### src/rtl/pulse_decoder_3x8.sv
// Binary-to-one-hot strobe decoder: each accepted code drives one line of y for
// PULSE_LEN cycles, followed by GAP_LEN forced-zero cycles, with one code of lookahead.
module pulse_decoder_3x8 #(
    parameter int N_IN      = 3,
    parameter int PULSE_LEN = 4,
    parameter int GAP_LEN   = 1
) (
    input  logic                 clk,
    input  logic                 rst_n,
    input  logic                 en,
    input  logic                 in_valid,
    input  logic [N_IN-1:0]      in_code,
    output logic                 in_ready,
    output logic [2**N_IN-1:0]   y,
    output logic                 busy,
    output logic                 done
);

    localparam int W       = 2 ** N_IN;
    localparam int MAX_LEN = (PULSE_LEN > GAP_LEN) ? ((PULSE_LEN > 2) ? PULSE_LEN : 2)
                                                   : ((GAP_LEN > 2) ? GAP_LEN : 2);
    localparam int CNT_W   = $clog2(MAX_LEN);

    localparam logic [CNT_W-1:0] PULSE_LOAD = CNT_W'(PULSE_LEN - 1);
    localparam logic [CNT_W-1:0] GAP_LOAD   = CNT_W'((GAP_LEN > 0) ? (GAP_LEN - 1) : 0);
    localparam logic [CNT_W-1:0] CNT_ZERO   = CNT_W'(0);
    localparam logic [CNT_W-1:0] CNT_ONE    = CNT_W'(1);

    localparam logic [1:0] ST_IDLE   = 2'd0;
    localparam logic [1:0] ST_ACTIVE = 2'd1;
    localparam logic [1:0] ST_GAP    = 2'd2;

    logic [1:0]       state_r;
    logic [CNT_W-1:0] cnt_r;
    logic [W-1:0]     y_r;
    logic             busy_r;
    logic             done_r;
    logic             pend_valid_r;
    logic [N_IN-1:0]  pend_code_r;

    logic [1:0]       state_nx_s;
    logic [CNT_W-1:0] cnt_nx_s;
    logic [W-1:0]     y_nx_s;
    logic             done_nx_s;
    logic             pend_valid_nx_s;
    logic [N_IN-1:0]  pend_code_nx_s;
    logic             xfer_s;
    logic             have_next_s;
    logic [N_IN-1:0]  next_code_s;

    function automatic logic [W-1:0] onehot_f(input logic [N_IN-1:0] code);
        onehot_f = W'(1) << code;
    endfunction

    assign in_ready    = rst_n & en & ~pend_valid_r;
    assign xfer_s      = in_valid & in_ready;
    // A held pending code always takes precedence over a fresh transfer.
    assign have_next_s = pend_valid_r | xfer_s;
    assign next_code_s = pend_valid_r ? pend_code_r : in_code;

    assign y    = y_r;
    assign busy = busy_r;
    assign done = done_r;

    // Next-state logic for the pulse/gap sequencer and the pending slot.
    always_comb begin
        state_nx_s      = state_r;
        cnt_nx_s        = cnt_r;
        y_nx_s          = y_r;
        done_nx_s       = 1'b0;
        pend_valid_nx_s = pend_valid_r;
        pend_code_nx_s  = pend_code_r;
        if (!en) begin
            state_nx_s      = ST_IDLE;
            cnt_nx_s        = CNT_ZERO;
            y_nx_s          = {W{1'b0}};
            pend_valid_nx_s = 1'b0;
        end else begin
            case (state_r)
                ST_IDLE: begin
                    y_nx_s = {W{1'b0}};
                    if (xfer_s) begin
                        state_nx_s = ST_ACTIVE;
                        cnt_nx_s   = PULSE_LOAD;
                        y_nx_s     = onehot_f(in_code);
                    end else begin
                        state_nx_s = ST_IDLE;
                    end
                end
                ST_ACTIVE: begin
                    if (cnt_r != CNT_ZERO) begin
                        cnt_nx_s = cnt_r - CNT_ONE;
                        if (xfer_s) begin
                            pend_valid_nx_s = 1'b1;
                            pend_code_nx_s  = in_code;
                        end else begin
                            pend_valid_nx_s = pend_valid_r;
                        end
                    end else begin
                        y_nx_s    = {W{1'b0}};
                        done_nx_s = 1'b1;
                        if (GAP_LEN > 0) begin
                            state_nx_s = ST_GAP;
                            cnt_nx_s   = GAP_LOAD;
                            if (xfer_s) begin
                                pend_valid_nx_s = 1'b1;
                                pend_code_nx_s  = in_code;
                            end else begin
                                pend_valid_nx_s = pend_valid_r;
                            end
                        end else if (have_next_s) begin
                            state_nx_s      = ST_ACTIVE;
                            cnt_nx_s        = PULSE_LOAD;
                            y_nx_s          = onehot_f(next_code_s);
                            pend_valid_nx_s = 1'b0;
                        end else begin
                            state_nx_s = ST_IDLE;
                            cnt_nx_s   = CNT_ZERO;
                        end
                    end
                end
                ST_GAP: begin
                    y_nx_s = {W{1'b0}};
                    if (cnt_r != CNT_ZERO) begin
                        cnt_nx_s = cnt_r - CNT_ONE;
                        if (xfer_s) begin
                            pend_valid_nx_s = 1'b1;
                            pend_code_nx_s  = in_code;
                        end else begin
                            pend_valid_nx_s = pend_valid_r;
                        end
                    end else if (have_next_s) begin
                        state_nx_s      = ST_ACTIVE;
                        cnt_nx_s        = PULSE_LOAD;
                        y_nx_s          = onehot_f(next_code_s);
                        pend_valid_nx_s = 1'b0;
                    end else begin
                        state_nx_s = ST_IDLE;
                        cnt_nx_s   = CNT_ZERO;
                    end
                end
                default: begin
                    state_nx_s      = ST_IDLE;
                    cnt_nx_s        = CNT_ZERO;
                    y_nx_s          = {W{1'b0}};
                    pend_valid_nx_s = 1'b0;
                end
            endcase
        end
    end

    // State, counter, pending slot and registered outputs.
    always_ff @(posedge clk or negedge rst_n) begin
        if (!rst_n) begin
            state_r      <= ST_IDLE;
            cnt_r        <= CNT_ZERO;
            y_r          <= {W{1'b0}};
            busy_r       <= 1'b0;
            done_r       <= 1'b0;
            pend_valid_r <= 1'b0;
            pend_code_r  <= {N_IN{1'b0}};
        end else begin
            state_r      <= state_nx_s;
            cnt_r        <= cnt_nx_s;
            y_r          <= y_nx_s;
            busy_r       <= (state_nx_s != ST_IDLE);
            done_r       <= done_nx_s;
            pend_valid_r <= pend_valid_nx_s;
            pend_code_r  <= pend_code_nx_s;
        end
    end

endmodule

### config.mk
export PLATFORM = sky130hd
export DESIGN_NAME = pulse_decoder_3x8
export DESIGN_NICKNAME = d
export VERILOG_FILES = /design/src/rtl/pulse_decoder_3x8.sv
export SDC_FILE = /design/constraint.sdc
export NUM_CORES = 1
export LEC_CHECK = 0
export ABC_AREA = 1
export CORE_ASPECT_RATIO = 0.9
export CORE_MARGIN = 3
export CORE_UTILIZATION = 53
export CTS_CLUSTER_SIZE = 14
export DETAILED_ROUTE_END_ITERATION = 10
export PLACE_DENSITY = 0.9
export SLEW_MARGIN = 15
export SYNTH_ARGS = -nofsm -noshare
export SYNTH_HDL_FRONTEND = slang
export SYNTH_SLANG_ARGS = --single-unit
### constraint.sdc
create_clock -name clk -period 2.3 [get_ports clk]
set_input_delay 0.69 -clock clk [delete_from_list [all_inputs] [get_ports clk]]
set_output_delay 0.69 -clock clk [all_outputs]
set_load 0.05 [all_outputs]
======== Yosys cells after proc, flatten, opt, wreduce, memory -nomap -nowiden ========
Cells that the tools add are included.
word-level totals
  logic and storage cells ................. 58
  bits in registers ....................... 18
  input port bits ......................... 7
  output and inout bits ................... 11
operators by class
  shifts and indexed selects .............. 2
  equal/unequal tests ..................... 7
  add/subtract/negate cells ............... 1
  bitwise gates (word level) .............. 5
  reductions and logical operators ........ 6
  muxes and demuxes ....................... 30
operators with widths
  cell                 count
  $mux 8               5
  $pmux 8 s3           1
  $mux 2               8
  $shl 1x3->8 const A  2
  $pmux 2 s3           2
  $mux 1               9
  $mux 3               3
  $ne 3x3->1 const B   2
  $pmux 3 s2           1
  $reduce_bool 2->1    3
  $ne 2x2->1 const B   2
  $ne 4x4->1 const B   1
  $and 1x1->1          3
  $pmux 1 s3           1
  $reduce_and 3->1     1
  $eq 2x1->1 const B   1
  $eq 2x2->1 const B   1
  $logic_not 2->1      1
  $reduce_and 2->1     1
  $sub 2x1->2 const B  1
  $not 1->1            1
  $or 1x1->1           1

======== Depth between registers and ports, before layout ========
Gate-level depths: netlist of the first run.
  word-level depth ........................ 9
  depth in mapped cells ................... 8
  depth with buffers taken out ............ 8

======== Worst setup path after synthesis of the first run ========
OpenSTA, ideal clock, no wires.
  kind .................................... in2out
  start ................................... input en
  end ..................................... output in_ready
  stages on the path ...................... 2
  slack ................................... 182 ps
  path buffers ............................ 0
  data required time ...................... 1610 ps
  arrival time ............................ 1428 ps
  path through ............................ nand2_1 nor2_1
between the ends
  cells in the longest elaborated chain, start to end .. 2
RTL lines
  element                    RTL line  source
  start, declared            10        input logic en,
  $and 1x1->1 (2 in series)  55        assign in_ready = rst_n & en & ~pend_valid_r;
  end, declared              13        output logic in_ready,
No other way between the ends.

======== Worst setup path in the final report of the first run ========
Ends and elaborated chain as after synthesis.

==> run metrics, run 1 <==
wire length per cell=about 12 microns; Slew HR=about two thirds; Seq. cell area=450.4 sq um; Die X=54.97 microns; Post-CTS Hold Buffers=0; final setup fails=0; Final ANT Viol Nets=0; HPWL after DPL=1.959 mm; core area=0.001971 sq mm; vias in the first global route=1036; layout cells sized above 1=12.71%; Final Cycle Share=97.75%; CTS root buffer=clkbuf_4; maximum fanout along the worst path=2; Slew Limit Fails=0; pre-CTS setup slack=-0.03091 ns; Cell Rows=15; register area share after synthesis=39.39%; Leakage Power=0.0007572 uW; global-route wire length before repair=around 4.4 mm; Worst setup SP type=input pin; Synth Net Count=167; Longest Clk Path Bufs=2; slowest CP cell=clkdlybuf4s50_1; CP cell instances=clkdlybuf4s50_1 > nand2_2 > nor2_4 > buf_12; port bufs=17; fin worst setup slack=0.05179 ns; layout net count=193; Setup CP Type=input pin to output port; pwr dens=480.7 mW/mm^2; HP Class=input pin to async pin; # DRC=0; R2R depth=6; Netlist cell types=18; clk slew on worst S/H paths=0.11 ns; antenna fix cells=0; drt via density=5.466; Max-Cap Viols=0; Worst Hold Slack=0.4386 ns; Tmin final=2.248 ns; clk_lat worst skew=0.30 ns; total gr overflow=0; Die Outline Area=between 0.002 and 0.003 sq mm; Multi-input gate area=631.9 sq um; Critical Path Source=en; synthesized area=0.001144 sq mm; Final Hold Fails=0; initial antenna violation count=0; H-tree depth=1; die height=roughly 50 microns; RSZ-0062 raised after global routing=false; Layout fillers=approximately 160; Fmax=444.8 MHz; gate count after technology mapping=156; largest net degree at the start of global routing=20; yosys warns=0; Register-to-Register Setup Slack=0.65 ns; R2R Path End=y[5]; Initial Utilization=58.03%; Vias=1126; Worst EP required=1.61 ns; final WL=2.511 mm; critical path arrival=1.56 ns; I/O Pins=18; Syn Area/Cell=7.331 sq um; final core occ=72.76%; Reg-to-Reg Start=state_r[0]; CP peak stage delay=0.51 ns; CTS tree=yes; #FFs+latches synth=18; Final Wtd Congestion=0.9160; Worst Setup End Kind=output port; Slew @ Worst Pin=a little over 0.5 ns; Area Growth Syn to Fin=25.38%; TritonCTS Buffers=3; Initial DRC Count=48; status=finished clean; GRT Overall Usage=21.67%; Setup Skew=0.002839 ns; Setup crit end=in_ready; # clock sinks=18; Max rail drop VDD=roughly 0.00036 V; Pre-antenna DRT Iters=4
## routing by layer
metal / part of all wire (%) / GRT usage [%] / vias up
met5: 0 / 0 / -
met4: 1.8 / 6.883 / 0
met3: 6.5 / 6.647 / 7
met2: 50 / 35.43 / 40
met1: 42 / 26.45 / 526
li1: - / - / 553
## timing repair
action	CTS	global route
pin swaps	0	1
resized for setup	1	3
buffers inserted	0	0
setup endpoints to repair	1	1
## Yosys cell counts
cell type / count / area (sq um)
inv_2: 3 / 11.26
nand2_2: 2 / 12.51
ha_1: 4 / 50.05
nor3_1: 1 / 5.000
a21oi_4: 1 / 16.27
nand4_2: 1 / 12.51
dfrtp_1: 18 / 450.4
inv_1: 16 / 60.06
o21ai_0: 5 / 25.02
nand4_4: 1 / 21.27
nor2_1: 12 / 45.04
o21bai_1: 1 / 7.510
nand2_1: 57 / 214.0
nor2_4: 3 / 33.78
nand4_1: 2 / 12.51
nand3_1: 26 / 130.1
o21ai_1: 2 / 10.01
a221oi_4: 1 / 26.28
## worst min-delay path by stage
stage | to
after floorplan | busy
after global placement | y[5]
after detailed placement | y[1]
after CTS | y[1]
after global routing | pend_code_r[1]
final | pend_code_r[1]
## stage by stage
| stage | total power, uW | TNS, ns | cells | area [sq um] |
|---|---|---|---|---|
| after floorplan | 436.6 | 0 | 156 | 1144 |
| after global placement | 484.8 | -0.01916 | 202 | 1385 |
| after detailed placement | 489.1 | -0.04620 | 202 | 1385 |
| after CTS | 689.7 | 0 | 206 | 1424 |
| after global routing | 727.8 | 0 | 206 | 1434 |
| final | 689.3 | 0 | 206 | 1434 |
## logic make-up (layout without fill, tap and decap cells)
kind of cell	Yosys count	in the layout	share of synthesized area, %
flip-flops	18	18	39.39
buffers and inverters	19	44	6.236
adder cells (fa/ha/maj)	4	4	4.377
AND/OR/NAND/NOR	105	105	42.56
AO/OA/AOI/OAI	10	10	7.441
## worst max-delay path: cells and delay by family
kind,cells,cell delay [ns]
buf+inv,2,0.65
simple gates,2,0.22
## area by class of cell
type | count | area share (%)
Multi-Input combinational cell | 119 | 44.07
Clock buffer | 4 | 2.531
Tap cell | 25 | 2.181
Timing Repair Buffer | 21 | 14.83
Inverter | 19 | 4.974
Sequential cell | 18 | 31.41
## power breakdown
group / leakage, uW / switching (uW) / internal [uW]
logic: 0.000491 / 86.2 / 48.8
registers: 0.000245 / 16.0 / 334
clock network: 0.0000210 / 108 / 96.7
total: 0.000757 / 210 / 479
## placed cells by master (no fill, tap or decap)
cell type         n
nor2_4            4
buf_4             4
nand4_4           1
clkbuf_8          1
buf_12            1
a221oi_4          1
nand2_1          56
clkdlybuf4s50_1  15
inv_2             3
nand3_1          26
nand4_1           2
o21ai_1           2
nand2_2           3
inv_1            16
nor2_1           11
o21bai_1          1
o21ai_0           5
dlymetal6s2s_1    1
dfrtp_1          18
nor3_1            1
a21oi_4           1
ha_1              4
clkbuf_4          3
nand4_2           1
## sequential cells by signal (all words and copies together), names as in the netlist
| name | cells |
|---|---|
| state_r | 2 |
| busy | 1 |
| cnt_r | 2 |
| pend_code_r | 3 |
| done | 1 |
| y | 8 |
| pend_valid_r | 1 |
No activity file was read; power rests on OpenSTA's default activity.
==> run 2, diff against run 1 <==
--- a/config.mk
+++ b/config.mk
@@ -8,10 +8,11 @@
 export ABC_AREA = 1
 export CORE_ASPECT_RATIO = 0.9
 export CORE_MARGIN = 3
-export CORE_UTILIZATION = 53
+export CORE_UTILIZATION = 52
+export CTS_CLUSTER_DIAMETER = 60
 export CTS_CLUSTER_SIZE = 14
 export DETAILED_ROUTE_END_ITERATION = 10
-export PLACE_DENSITY = 0.9
+export PLACE_DENSITY = 0.89
 export SLEW_MARGIN = 15
 export SYNTH_ARGS = -nofsm -noshare
 export SYNTH_HDL_FRONTEND = slang
==> constraint.sdc (replaced) <==
create_clock -name clk -period 2.4 [get_ports clk]
set_input_delay 0.72 -clock clk [delete_from_list [all_inputs] [get_ports clk]]
set_output_delay 0.72 -clock clk [all_outputs]
set_load 0.05 [all_outputs]
==> run metrics, run 2 (synthesis results as in run 1) <==
Slew @ Worst Pin=0.4985 ns (was 0.5153 ns); Pre-antenna DRT Iters=4 (unchanged); Setup CP Type=input pin to output port (unchanged); setup TNS=0 ns (unchanged); antenna fix cells=0 (unchanged); Vias=1111 (was 1126); CTS tree=yes (unchanged); final WL=2.633 mm (was 2.511 mm); die height=50.49 microns (was 50.07 microns); Max rail drop VDD=0.0003298 V (was 0.0003645 V); Post-CTS Hold Buffers=0 (unchanged); status=finished clean (unchanged); Reg-to-Reg Start=state_r[0] (unchanged); Cell Rows=15 (unchanged); Sw Ratio=30.14% (was 30.47%); global-route wire length before repair=4.581 mm (was 4.388 mm); # DRC=0 (unchanged); layout cells sized above 1=11.67% (was 12.71%); postcts setup bufs=0 (unchanged); Critical Path Source=rst_n (was en); Setup Skew=0.006478 ns (was 0.002839 ns); initial antenna violation count=0 (unchanged); Leakage Power=0.0007433 uW (was 0.0007572 uW); most frequent cells in the layout=nand2_1 (57), nand3_1 (26), dfrtp_1 (18) (was nand2_1 (56), nand3_1 (26), dfrtp_1 (18)); clk slew on worst S/H paths=0.11 ns (about the same); CTS root buffer=clkbuf_4 (unchanged); HP Class=register to register (was input pin to async pin); final setup fails=0 (unchanged); Longest Clk Path Bufs=2 (unchanged); Clk pwr share=28.8% (was 29.7%); I/O Pins=18 (unchanged); Final Hold Fails=0 (unchanged); H-tree depth=1 (unchanged); drt via density=5.420 (was 5.466); clk_lat worst skew=0.30 ns (about the same); TritonCTS Buffers=3 (unchanged); Flop pwr share=51.3% (was 50.7%); Final Wtd Congestion=0.9096 (was 0.9160); Max-Cap Viols=0 (unchanged); vias in the first global route=1068 (was 1036); Final Cycle Share=between 90% and 100%; GRT Overall Usage=20.58% (was 21.67%); Worst Setup End Kind=output port (unchanged); layout net count=192 (was 193); maximum fanout along the worst path=2 (unchanged); Fmax=430.5 MHz; critical hold path startpoint=y[1]; Gate power share=19.9% (was 19.6%); RSZ-0062 raised after global routing=false (unchanged); Post-Place Cells=201 (was 202); wire length per cell=12.84 microns (was 12.19 microns); Largest register FFs=8 (unchanged); Final ANT Viol Nets=0 (unchanged); critical path arrival=1.60 ns (was 1.56 ns); total gr overflow=0 (unchanged); Die Outline Area=0.002799 sq mm (was 0.002752 sq mm); pwr dens=461.9 mW/mm^2 (was 480.7 mW/mm^2); largest net degree at the start of global routing=20 (unchanged); Slew HR=66.66% (was 65.54%); Final Instance Count excl. Fillers=205 (was 206); HPWL after DPL=1.975 mm (was 1.959 mm); most common cell after layout, fill and taps aside=nand2_1 (unchanged); Slew Limit Fails=0 (unchanged); Die X=55.43 microns (was 54.97 microns); Area Growth Syn to Fin=24.29% (was 25.38%); Power Internal=458.6 uW (was 479.3 uW); Sw Pwr=197.9 uW (was 210.0 uW); Initial Utilization=57.48% (was 58.03%); Tmin final=~2.3 ns; Worst EP required=1.68 ns (was 1.61 ns); port bufs=17 (unchanged); Worst setup SP type=input pin (unchanged); core area=0.001989 sq mm (was 0.001971 sq mm); Initial DRC Count=27 (was 48); # clock sinks=18 (unchanged)
## run 2: repair_timing
| action | CTS | global route |
|---|---|---|
| endpoints found under the setup margin | 1 | 1 |
| resized for setup | 1 | 1 |
| pin swaps | 0 | 0 |
## run 2: critical path, cell delays in order
cell	delay (ns)
clkdlybuf4s50_1	0.51
nand2_1	0.10
nor2_4	0.12
buf_12	0.14
## run 2: layer usage
layer | global-route usage [%] | part of all wire [%] | up-vias
li1 | - | - | 554
met1 | 23.42 | 42 | 525
met2 | 38.58 | 52 | 30
met3 | 5.656 | 5.7 | 2
met4 | 4.049 | 0.46 | 0
met5 | 0 | 0 | -
## run 2: area by class of cell
type / count / area, sq um
Tap cell: 25 / 31.28
Timing Repair Buffer: 20 / 202.7
Multi-Input combinational cell: 119 / 629.4
Sequential cell: 18 / 450.4
Clock buffer: 4 / 36.28
Inverter: 19 / 71.32
Fill cell: 171 / 568.0
## run 2: path summary, 6_finish.rpt
path                                  to  slack [ns]  depth (start not counted)
worst max register to register      y[3]        0.73                          6
worst max-delay path            in_ready        0.08                          4
worst min register to register      y[1]        0.49                          2
worst min-delay path                y[1]        0.49                          2
max in group asynchronous           y[0]        1.34                          2
min in group asynchronous           y[3]        0.84                          2
## run 2: power groups by stage
stage / registers [uW] / clock network (uW) / logic, uW
6_report: 337 / 189 / 131
2_1_floorplan: 345 / 0 / 73.5
5_1_grt: 339 / 211 / 144
4_1_cts: 336 / 196 / 129
3_5_place_dp: 342 / 0 / 128
3_3_place_gp: 341 / 0 / 123
## run 2: per-stage QoR
step / hold WS (ns) / total power [uW] / setup WS, ns / utilization (%) / instance area, sq um
finish: 0.4917 / 656.5 / 0.07706 / 71.45 / 1421
global route: 0.5247 / 693.9 / 0.03778 / 71.45 / 1421
CTS: 0.4938 / 661.1 / 0.06223 / 71.20 / 1416
detailed placement: 0.4652 / 469.6 / 0.001677 / 69.25 / 1378
global placement: 0.4637 / 463.9 / 0.01624 / 69.25 / 1378
floorplan: 0.4244 / 418.4 / 0.2216 / - / 1144
==> run 3, diff against run 2 <==
--- a/config.mk
+++ b/config.mk
@@ -6,7 +6,6 @@
 export NUM_CORES = 1
 export LEC_CHECK = 0
 export ABC_AREA = 1
-export CORE_ASPECT_RATIO = 0.9
 export CORE_MARGIN = 3
 export CORE_UTILIZATION = 52
 export CTS_CLUSTER_DIAMETER = 60
==> run metrics, run 3 (synthesis results as in run 1) <==
Tmin final=2.330 ns (was 2.323 ns); Slew @ Worst Pin=0.5026 ns (was 0.4985 ns); status=finished clean (unchanged); largest net degree at the start of global routing=20 (unchanged); GRT Overall Usage=21.77% (was 20.58%); Worst Hold Slack=0.4911 ns (was 0.4917 ns); Design Power=615.0 uW (was 656.5 uW); Die X=52.90 microns (was 55.43 microns); pwr dens=437.7 mW/mm^2 (was 461.9 mW/mm^2); drt via density=5.442 (was 5.420); setup TNS=0 ns (unchanged); Final Cycle Share=97.07% (was 96.79%); maximum fanout along the worst path=2 (unchanged); Reg-to-Reg Start=state_r[0] (unchanged); final WL=2.664 mm (was 2.633 mm); critical path arrival=1.61 ns (was 1.60 ns); CTS tree=yes (unchanged); Slew Limit Fails=0 (unchanged); Fmax=429.2 MHz (was 430.5 MHz); total gr overflow=0 (unchanged); Vias=1121 (was 1111); I/O Pins=18 (unchanged); # clock sinks=18 (unchanged); clk_lat worst skew=0.29 ns (was 0.30 ns); Cell Rows=16 (was 15); die height=52.90 microns (was 50.49 microns); Longest Clk Path Bufs=2 (unchanged); Worst EP required=1.68 ns (about the same); RSZ-0062 raised after global routing=false (unchanged); core area=0.002022 sq mm (was 0.001989 sq mm); Initial DRC Count=59 (was 27); Layout fillers=168 (was 171); slowest CP cell=clkdlybuf4s50_1 (unchanged); CP cell instances=clkdlybuf4s50_1 > nand2_1 > nor2_2 > buf_12 (was clkdlybuf4s50_1 > nand2_1 > nor2_4 > buf_12); met3 usage=6.479% (was 5.656%); Slew HR=66.39% (was 66.66%); Initial Utilization=56.56% (was 57.48%); TritonCTS Buffers=3 (unchanged); Final Hold Fails=0 (unchanged); most common cell after layout, fill and taps aside=nand2_1 (unchanged); WP depth=4 (unchanged); # DRC=0 (unchanged); wire length per cell=12.93 microns (was 12.84 microns); Worst setup SP type=input pin (unchanged); layout net count=192 (unchanged); vias in the first global route=1047 (was 1068); CP top delay family=buffers and inverters (unchanged); H-tree depth=1 (unchanged); Final ANT Viol Nets=0 (unchanged); R2R Path End=y[5] (was y[3]); Setup Skew=0.002183 ns (was 0.006478 ns); antenna fix cells=0 (unchanged); Area Growth Syn to Fin=22.87% (was 24.29%); final core occ=69.49% (was 71.45%); Critical Path Source=rst_n (unchanged); Max rail drop VDD=0.0004800 V (was 0.0003298 V); met2 Track Usage GR=40.29% (was 38.58%); Final Wtd Congestion=0.9545 (was 0.9096); global routing's busiest layer=met2 (unchanged); clk slew on worst S/H paths=0.10 ns (was 0.11 ns); Setup CP Type=input pin to output port (unchanged); Register-to-Register Setup Slack=0.76 ns (was 0.73 ns); layout cells sized above 1=11.17% (was 11.67%); Design Area, Final=0.001405 sq mm (was 0.001421 sq mm); Cell Area, Placed=0.001380 sq mm (was 0.001378 sq mm); final setup fails=0 (unchanged); most frequent cells in the layout=nand2_1 (57), nand3_1 (26), dfrtp_1 (18) (unchanged); Die Outline Area=0.002798 sq mm (was 0.002799 sq mm); grt met1 use=24.42% (was 23.42%); Setup crit end=in_ready (unchanged); CP peak stage delay=0.50 ns (was 0.51 ns); HPWL after DPL=2.076 mm (was 1.975 mm); CTS root buffer=clkbuf_4 (unchanged); HP Class=register to register (unchanged); Pre-antenna DRT Iters=4 (unchanged); port bufs=17 (unchanged); Max-Cap Viols=0 (unchanged); WP buf/inv=2 (unchanged); R2R depth=6 (unchanged); Largest register FFs=8 (unchanged); Worst Setup End Kind=output port (unchanged); initial antenna violation count=0 (unchanged); global-route wire length before repair=4.491 mm (was 4.581 mm); Leakage Power=0.0007353 uW (was 0.0007433 uW)
==> run 3: cell count changes in the layout (fill, tap and decap cells not counted), sizes merged <==
cell,before,now
clkbuf,4,3
==> run 3: timing repair <==
| action | in CTS | in global routing |
|---|---|---|
| setup buffers | 0 | 0 |
| endpoints found under the setup margin | 1 | 0 |
| gates resized for setup | 1 | 0 |
| hold buffers | 0 | 0 |
==> run 3: layout make-up <==
cell class	instances	area, sq um	share of cell area [%]
Multi-Input combinational cell	119	624.3	44.43
Sequential cell	18	450.4	32.06
Timing Repair Buffer	20	202.7	14.43
Inverter	19	71.32	5.076
Tap cell	27	33.78	2.404
Clock buffer	3	22.52	1.603
==> run 3: how the worst min path moves through the flow <==
stage / startpoint / end / slack (ns) / cells after the start
after global placement: y[5] / y[5] / 0.46 / 2
after floorplan: rst_n / busy / 0.42 / 0
after detailed placement: y[7] / y[7] / 0.46 / 2
final: y[2] / y[2] / 0.49 / 2
after CTS: y[7] / y[7] / 0.49 / 2
after global routing: y[6] / y[6] / 0.52 / 2
==> run 3: stage by stage <==
step	cells	worst slack, ns
2_1_floorplan	156	0.2216
3_3_place_gp	203	0.02005
3_5_place_dp	203	-0.0006298
4_1_cts	206	0.06109
5_1_grt	206	0.005894
6_report	206	0.07023
==> run 3: layer usage <==
layer  vias to the layer above  share of wire, %
li1                        548                 -
met1                       511                40
met2                        56                51
met3                         6               7.8
met4                         0               1.2
met5                         -                 0
==> run 3: power breakdown <==
| group | internal, uW | leakage [uW] | total (uW) | switching [uW] |
|---|---|---|---|---|
| registers | 320 | 0.000245 | 336 | 16.4 |
| logic | 45.9 | 0.000476 | 130 | 84.2 |
| clock network | 58.4 | 0.0000138 | 149 | 90.3 |
==> run 3: worst register-to-register path, delay by kind of cell, from the launching register on <==
family / cells / cell delay, ns
adders and majority gates: 1 / 0.26
buffers and inverters: 2 / 0.24
DFF: 1 / 0.43
and+or+nand+nor: 2 / 0.21
AOI/OAI and AO/OA: 1 / 0.45
